### config.mk
export PLATFORM = sky130hd
export DESIGN_NAME = sort_stream_adapter
export DESIGN_NICKNAME = d
export VERILOG_FILES = /design/src/rtl/sort_pkg.sv /design/src/rtl/sort_stream_drain.sv /design/src/rtl/sort_stream_adapter.sv
export SDC_FILE = /design/constraint.sdc
export NUM_CORES = 1
export LEC_CHECK = 0
export ABC_CLOCK_PERIOD_IN_PS = 3000
export CAP_MARGIN = 5
export CORE_MARGIN = 3
export CORE_UTILIZATION = 52
export DETAILED_ROUTE_END_ITERATION = 10
export GPL_TIMING_DRIVEN = 0
export PLACE_DENSITY = 0.88
export SYNTH_ARGS = -nofsm -noshare
export SYNTH_HDL_FRONTEND = slang
export SYNTH_SLANG_ARGS = --single-unit
### constraint.sdc
create_clock -name clk -period 3 [get_ports clk]
set_input_delay 0.6 -clock clk [delete_from_list [all_inputs] [get_ports clk]]
set_output_delay 0.6 -clock clk [all_outputs]
set_load 0.03 [all_outputs]
### src/rtl/sort_pkg.sv
// Shared definitions for the max-sort datapath and its streaming adapter.
package sort_pkg;

    // Sorter geometry and pipeline depth.
    localparam int M        = 8;
    localparam int N        = 8;
    localparam int W        = 4;
    localparam int SORT_LAT = 3;

    // Counter width helper: $clog2 with a one-bit floor so that single-entry
    // counters still have a real bit to hold.
    function automatic int clog2_min1(input int value);
        return (value > 1) ? $clog2(value) : 1;
    endfunction

    localparam int CNT_W = clog2_min1(M);
    localparam int IDX_W = clog2_min1(W);

    // Adapter control states.
    typedef enum logic [1:0] {
        FILL  = 2'd0,
        WAIT  = 2'd1,
        DRAIN = 2'd2
    } stream_state_t;

    // Parallel vectors exchanged with the sorter wrapper.
    typedef logic [M-1:0][N-1:0] lane_vec_t;
    typedef logic [W-1:0][N-1:0] res_vec_t;

endpackage

### src/rtl/sort_stream_drain.sv
// Result register and serialiser: holds the W sorted lanes captured from the
// sorter and hands them out one per valid/ready handshake, lane 0 first.
module sort_stream_drain
    import sort_pkg::*;
#(
    parameter int N = sort_pkg::N,
    parameter int W = sort_pkg::W
) (
    input  logic                clk,
    input  logic                rst_n,
    input  logic                i_capture,
    input  logic                i_active,
    input  logic [W-1:0][N-1:0] i_y_q,
    input  logic                i_m_ready,
    output logic [N-1:0]        o_m_data,
    output logic                o_m_last,
    output logic                o_done
);

    localparam int                   L_IDX_W  = clog2_min1(W);
    localparam logic [L_IDX_W-1:0]   IDX_LAST = L_IDX_W'(W - 1);

    logic [W-1:0][N-1:0] w_res;
    logic [L_IDX_W-1:0]  r_idx;
    logic                w_hs;
    logic                w_at_last;

    assign w_hs      = i_active && i_m_ready;
    assign w_at_last = (r_idx == IDX_LAST);

    genvar gi;
    generate
        for (gi = 0; gi < W; gi++) begin : g_res
            logic [N-1:0] r_lane;

            // Snapshot one sorted lane when the sorter latency has elapsed.
            always_ff @(posedge clk or negedge rst_n) begin
                if (!rst_n) begin
                    r_lane <= '0;
                end else if (i_capture) begin
                    r_lane <= i_y_q[gi];
                end
            end

            assign w_res[gi] = r_lane;
        end
    endgenerate

    // Output index: restart on capture, advance on every accepted element.
    always_ff @(posedge clk or negedge rst_n) begin
        if (!rst_n) begin
            r_idx <= '0;
        end else if (i_capture) begin
            r_idx <= '0;
        end else if (w_hs) begin
            r_idx <= w_at_last ? '0 : (r_idx + 1'b1);
        end
    end

    // Data comes straight from the result registers, so it holds while stalled.
    assign o_m_data = w_res[r_idx];
    assign o_m_last = i_active && w_at_last;
    assign o_done   = w_hs && w_at_last;

endmodule

### src/rtl/sort_stream_adapter.sv
// Serial-to-parallel front end and parallel-to-serial back end for the max
// sorter: packs up to M elements into o_chi, waits LAT cycles, then streams
// the W sorted results out through sort_stream_drain.
module sort_stream_adapter
    import sort_pkg::*;
#(
    parameter int          M   = sort_pkg::M,
    parameter int          N   = sort_pkg::N,
    parameter int          W   = sort_pkg::W,
    parameter int          LAT = sort_pkg::SORT_LAT,
    parameter logic [N-1:0] PAD = '0
) (
    input  logic                clk,
    input  logic                rst_n,
    input  logic                s_valid,
    output logic                s_ready,
    input  logic [N-1:0]        s_data,
    input  logic                s_last,
    output logic [M-1:0][N-1:0] o_chi,
    input  logic [W-1:0][N-1:0] i_y_q,
    output logic                m_valid,
    input  logic                m_ready,
    output logic [N-1:0]        m_data,
    output logic                m_last,
    output logic                o_busy
);

    localparam int                   L_CNT_W  = clog2_min1(M);
    localparam int                   L_LAT_W  = $clog2(LAT + 1);
    localparam logic [L_CNT_W-1:0]   CNT_LAST = L_CNT_W'(M - 1);
    localparam logic [L_LAT_W-1:0]   LAT_LAST = L_LAT_W'(LAT - 1);

    stream_state_t       r_state;
    stream_state_t       w_state_next;
    logic [L_CNT_W-1:0]  r_cnt;
    logic [L_LAT_W-1:0]  r_lat;
    logic [M-1:0][N-1:0] w_chi;

    logic w_in_fill;
    logic w_in_wait;
    logic w_in_drain;
    logic w_s_hs;
    logic w_fill_exit;
    logic w_lat_done;
    logic w_drain_done;

    assign w_in_fill   = (r_state == FILL);
    assign w_in_wait   = (r_state == WAIT);
    assign w_in_drain  = (r_state == DRAIN);

    // A frame closes on s_last or when the last lane is filled; both together
    // are still one exit.
    assign w_s_hs      = s_valid && w_in_fill;
    assign w_fill_exit = w_s_hs && (s_last || (r_cnt == CNT_LAST));
    assign w_lat_done  = w_in_wait && (r_lat == LAT_LAST);

    // Handshake flags depend on state alone, never on i_y_q or the inputs.
    assign s_ready = w_in_fill;
    assign m_valid = w_in_drain;
    assign o_busy  = !w_in_fill;
    assign o_chi   = w_chi;

    // Control state register.
    always_ff @(posedge clk or negedge rst_n) begin
        if (!rst_n) begin
            r_state <= FILL;
        end else begin
            r_state <= w_state_next;
        end
    end

    // Next-state decode: FILL -> WAIT -> DRAIN -> FILL.
    always_comb begin
        w_state_next = r_state;
        case (r_state)
            FILL:    if (w_fill_exit)  w_state_next = WAIT;
            WAIT:    if (w_lat_done)   w_state_next = DRAIN;
            DRAIN:   if (w_drain_done) w_state_next = FILL;
            default: w_state_next = FILL;
        endcase
    end

    // Fill count selects the lane for the next accepted element.
    always_ff @(posedge clk or negedge rst_n) begin
        if (!rst_n) begin
            r_cnt <= '0;
        end else if (w_fill_exit) begin
            r_cnt <= '0;
        end else if (w_s_hs) begin
            r_cnt <= r_cnt + 1'b1;
        end
    end

    // Latency count runs only in WAIT and is idle at zero elsewhere.
    always_ff @(posedge clk or negedge rst_n) begin
        if (!rst_n) begin
            r_lat <= '0;
        end else if (w_in_wait && !w_lat_done) begin
            r_lat <= r_lat + 1'b1;
        end else begin
            r_lat <= '0;
        end
    end

    genvar gi;
    generate
        for (gi = 0; gi < M; gi++) begin : g_lane
            localparam logic [L_CNT_W-1:0] LANE = L_CNT_W'(gi);
            logic [N-1:0] r_lane;

            // Load this lane with its element, or pad it when the frame closes
            // before reaching it; held unchanged through WAIT and DRAIN.
            always_ff @(posedge clk or negedge rst_n) begin
                if (!rst_n) begin
                    r_lane <= '0;
                end else if (w_s_hs) begin
                    if (r_cnt == LANE) begin
                        r_lane <= s_data;
                    end else if (w_fill_exit && (LANE > r_cnt)) begin
                        r_lane <= PAD;
                    end
                end
            end

            assign w_chi[gi] = r_lane;
        end
    endgenerate

    sort_stream_drain #(
        .N (N),
        .W (W)
    ) u_drain (
        .clk       (clk),
        .rst_n     (rst_n),
        .i_capture (w_lat_done),
        .i_active  (w_in_drain),
        .i_y_q     (i_y_q),
        .i_m_ready (m_ready),
        .o_m_data  (m_data),
        .o_m_last  (m_last),
        .o_done    (w_drain_done)
    );

endmodule

==> results.yml <==
drt:
  routed-wl-met2_mm: 6.05
  wl_met1_mm: 4.93
  drt-vias-per-instance: 5.63
  top_layer: "met4"
  routedWlPerCell_um: 18.1
  drt_iter0_drc: 220
  wl_met3_um: 534
  drc_errors: 0
  drt_pass1_iterations: 4
  postRouteAntennaNets: 0
  vias: 3623
  routed_wl_mm: 11.7
floorplanning:
  die_y_um: 98.5
  die_area_sq_um: 9700
  core_sq_um: 8260
  start_util: 0.539
  die_w_um: 98.5
  rows: 33
  ios: 121
yosys:
  synth_top_family_by_area: "compound AO/OA/AOI/OAI gates"
  synth_compound_area_frac: 0.159
  synthXorXnorAreaFrac: 0
  ys_ff_latch: 105
  yosysTopAreaCell: "dfrtp_1"
  muxShareOfSynthArea: 0.0405
  synth_cells: 405
  synth-simple-area-share: 0.157
  synthAdderAreaFrac: 0.0169
  seq_area_frac_synth: 0.591
  synthArstFlopShare: 1.00
  synth_cell_type_count: 36
  synth_top_area_share: 0.591
  ys_warn_count: 0
  syn_nets: 456
  synth-edff-count: 0
  ys_top_cells_by_count: "109 x nand2_1, 105 x dfrtp_1, 32 x a22o_1"
  ys_top_cells_by_area: "dfrtp_1 59%, nand2_1 9.2%, a22o_1 6.3%, mux4_2 4.1%, o2bb2ai_1 3.2%"
  ys.flop_type: "dfrtp_1"
  yosysMostFrequentCell: "nand2_1"
  syn_area_per_cell_sq_um: 11.0
  synth_area_sq_um: 4450
timing:
  maxSlewHeadroom: 0.344
  fmaxAchievable_ghz: 0.348
  finClkSkew_ns: 0.00629
  post-route-min-period_ns: 2.87
  final_hold_viol_count: 0
  rsz0062_at_grt: "no"
  maxSlewViolCount: 0
  tightestPinTransition_ns: 0.976
  period_share: 0.957
  finalSetupViolations: 0
grt:
  grt_pass1_vias: 3686
  overflow: 0
  grtUsageTotal: 0.242
  grt_max_degree: 56
  grt_pass1_wl_mm: 18.6
  antenna_found_initial: 0
cells_and_area:
  stdcell_area_sq_um: 6000
  diodes: 0
  multiInputGateArea_sq_um: 1660
  area_delta_synth_final_pct: 34.8
  stdcell_count: 644
  fillCellCount: 588
  regArea_sq_um: 2630
  drive_gt1_frac: 0.0649
  num-nets-final: 585
critical_path:
  cp-startpoint: "u_drain.r_idx[0]$_DFFE_PN0P_"
  crit_family: "buffers and inverters"
  start_kind: "flop"
  path_cells: "clkbuf_2, mux4_2, clkdlybuf4s50_1"
  crit_slowest_cell: "clkdlybuf4s50_1"
  critPathMaxFanout: 10
  cp-end-kind: "primary output"
  crit_arrival_ns: 2.27
  worst-r2r-cell-count: 8
  r2r_start: "r_cnt[1]$_DFFE_PN0P_"
  cp_num_cells: 3
  max_stage_delay_ns: 0.61
  path_class: "flop to primary output"
  crit_buf_inv: 2
  required_ns: 2.40
power_and_ir_drop:
  p_leak_nw: 2.78
  p_int_w: 0.00352
  p_sw_frac: 0.402
  p_sw_w: 0.00237
  cellPowerDensity_nw_per_um2: 982
  power_frac_clock: 0.162
  seq_power_share: 0.369
  power_frac_comb: 0.469
  ir_worst_vdd_uv: 580
run_status:
  status: "completed"
cts:
  clkLatencyLatePin_ns: 0.36
  ctsHoldBuffers: 0
  cts_tree: "yes"
  clkTransAtPathRegs_ns: 0.10
  cts_sinks: 105
  cts_root_buf: "clkbuf_8"
  cts_buffer_depth: 2
  numCtsBuffers: 9
  post_cts_buffers: 0
  cts.repair.resized: 1
  htree_levels: 3
placement:
  dp_hpwl_mm: 8.44
  routabilityCongestion: 0.888
  place_inst: 628
  place_area_sq_um: 5780
  numPortBuffers: 117
worst_hold_path:
  hold_path_class: "input pin to async pin"
run:
  cap_viol_max_count: 0
## registers in the layout (all words and copies together) (netlist names)
| register | cells |
|---|---|
| r_cnt | 3 |
| u_drain.g_res.r_lane | 32 |
| r_lat | 2 |
| u_drain.r_idx | 2 |
| g_lane.r_lane | 64 |
| r_state | 2 |
## area by class of cell
type                            instances  area share
Buffer                                 28      0.0194
Tap cell                              105      0.0219
Sequential cell                       105       0.438
Multi-Input combinational cell        260       0.277
Clock buffer                           10      0.0213
Clock inverter                          6      0.0152
Timing Repair Buffer                  118       0.199
Inverter                               12     0.00751
## power by group through the flow
stage               sequential (W)  combinational, W  clock, W
floorplan                  0.00252           0.00133         0
global placement           0.00215           0.00266         0
detailed placement         0.00219           0.00275         0
CTS                        0.00217           0.00277  0.000968
global route               0.00222           0.00295   0.00102
finish                     0.00217           0.00276  0.000954
## metrics by stage
| step | power [W] | setup WS, ns | hold slack (ns) | TNS (ns) | util |
|---|---|---|---|---|---|
| floorplan | 0.00385 | 0.931 | 0.304 | 0 | - |
| global route | 0.00620 | 0.0108 | 0.284 | 0 | 0.726 |
| finish | 0.00589 | 0.129 | 0.253 | 0 | 0.726 |
| global placement | 0.00482 | -2.35 | 0.411 | -245.72 | 0.696 |
| detailed placement | 0.00494 | 0.175 | 0.417 | 0 | 0.699 |
| CTS | 0.00591 | 0.0956 | 0.264 | 0 | 0.726 |
## cells in the final DEF, fill, tap and decap left out, drive strengths merged, types with 9 or more instances in the layout
cell           instances
o2bb2ai               16
inv                   13
a22o                  32
dfrtp                105
clkbuf                31
nor3                  10
a21o                   9
o21ai                 19
clkdlybuf4s50        116
buf                    9
nand2                109
## cell families (layout without fill, tap and decap cells)
kind of cell    after synthesis  in the layout
mux                           8              8
buf+inv                      40            174
simple gates                156            156
compound gates               90             90
flops                       105            105
fa+ha+maj                     6              6
## worst reg2reg max path: stages (launching register included)
cell	delay (ns)
dfrtp_1	0.39
clkbuf_1	0.35
clkbuf_1	0.37
inv_1	0.11
ha_1	0.19
nand3b_1	0.30
clkbuf_1	0.39
o21ai_0	0.22
o2bb2ai_1	0.20
## routing by layer
| layer | global-route usage | vias up |
|---|---|---|
| met4 | 0.0725 | 0 |
| met5 | 0 | - |
| met3 | 0.0410 | 12 |
| met2 | 0.411 | 105 |
| met1 | 0.323 | 1832 |
| li1 | - | 1674 |
## path summary, 6_finish.rpt
path	end	slack, ns
worst max-delay path	m_data[1]	0.13
worst min-delay path	u_drain.g_res[3].r_lane[5]$_DFFE_PN0P_	0.25
worst max register to register	g_lane[4].r_lane[1]$_DFFE_PN0P_	0.39
worst min register to register	r_lat[0]$_DFF_PN0_	0.43
max in group asynchronous	g_lane[6].r_lane[2]$_DFFE_PN0P_	2.07
min in group clk	r_lat[0]$_DFF_PN0_	0.43
Power figures use the tool's default switching activity.
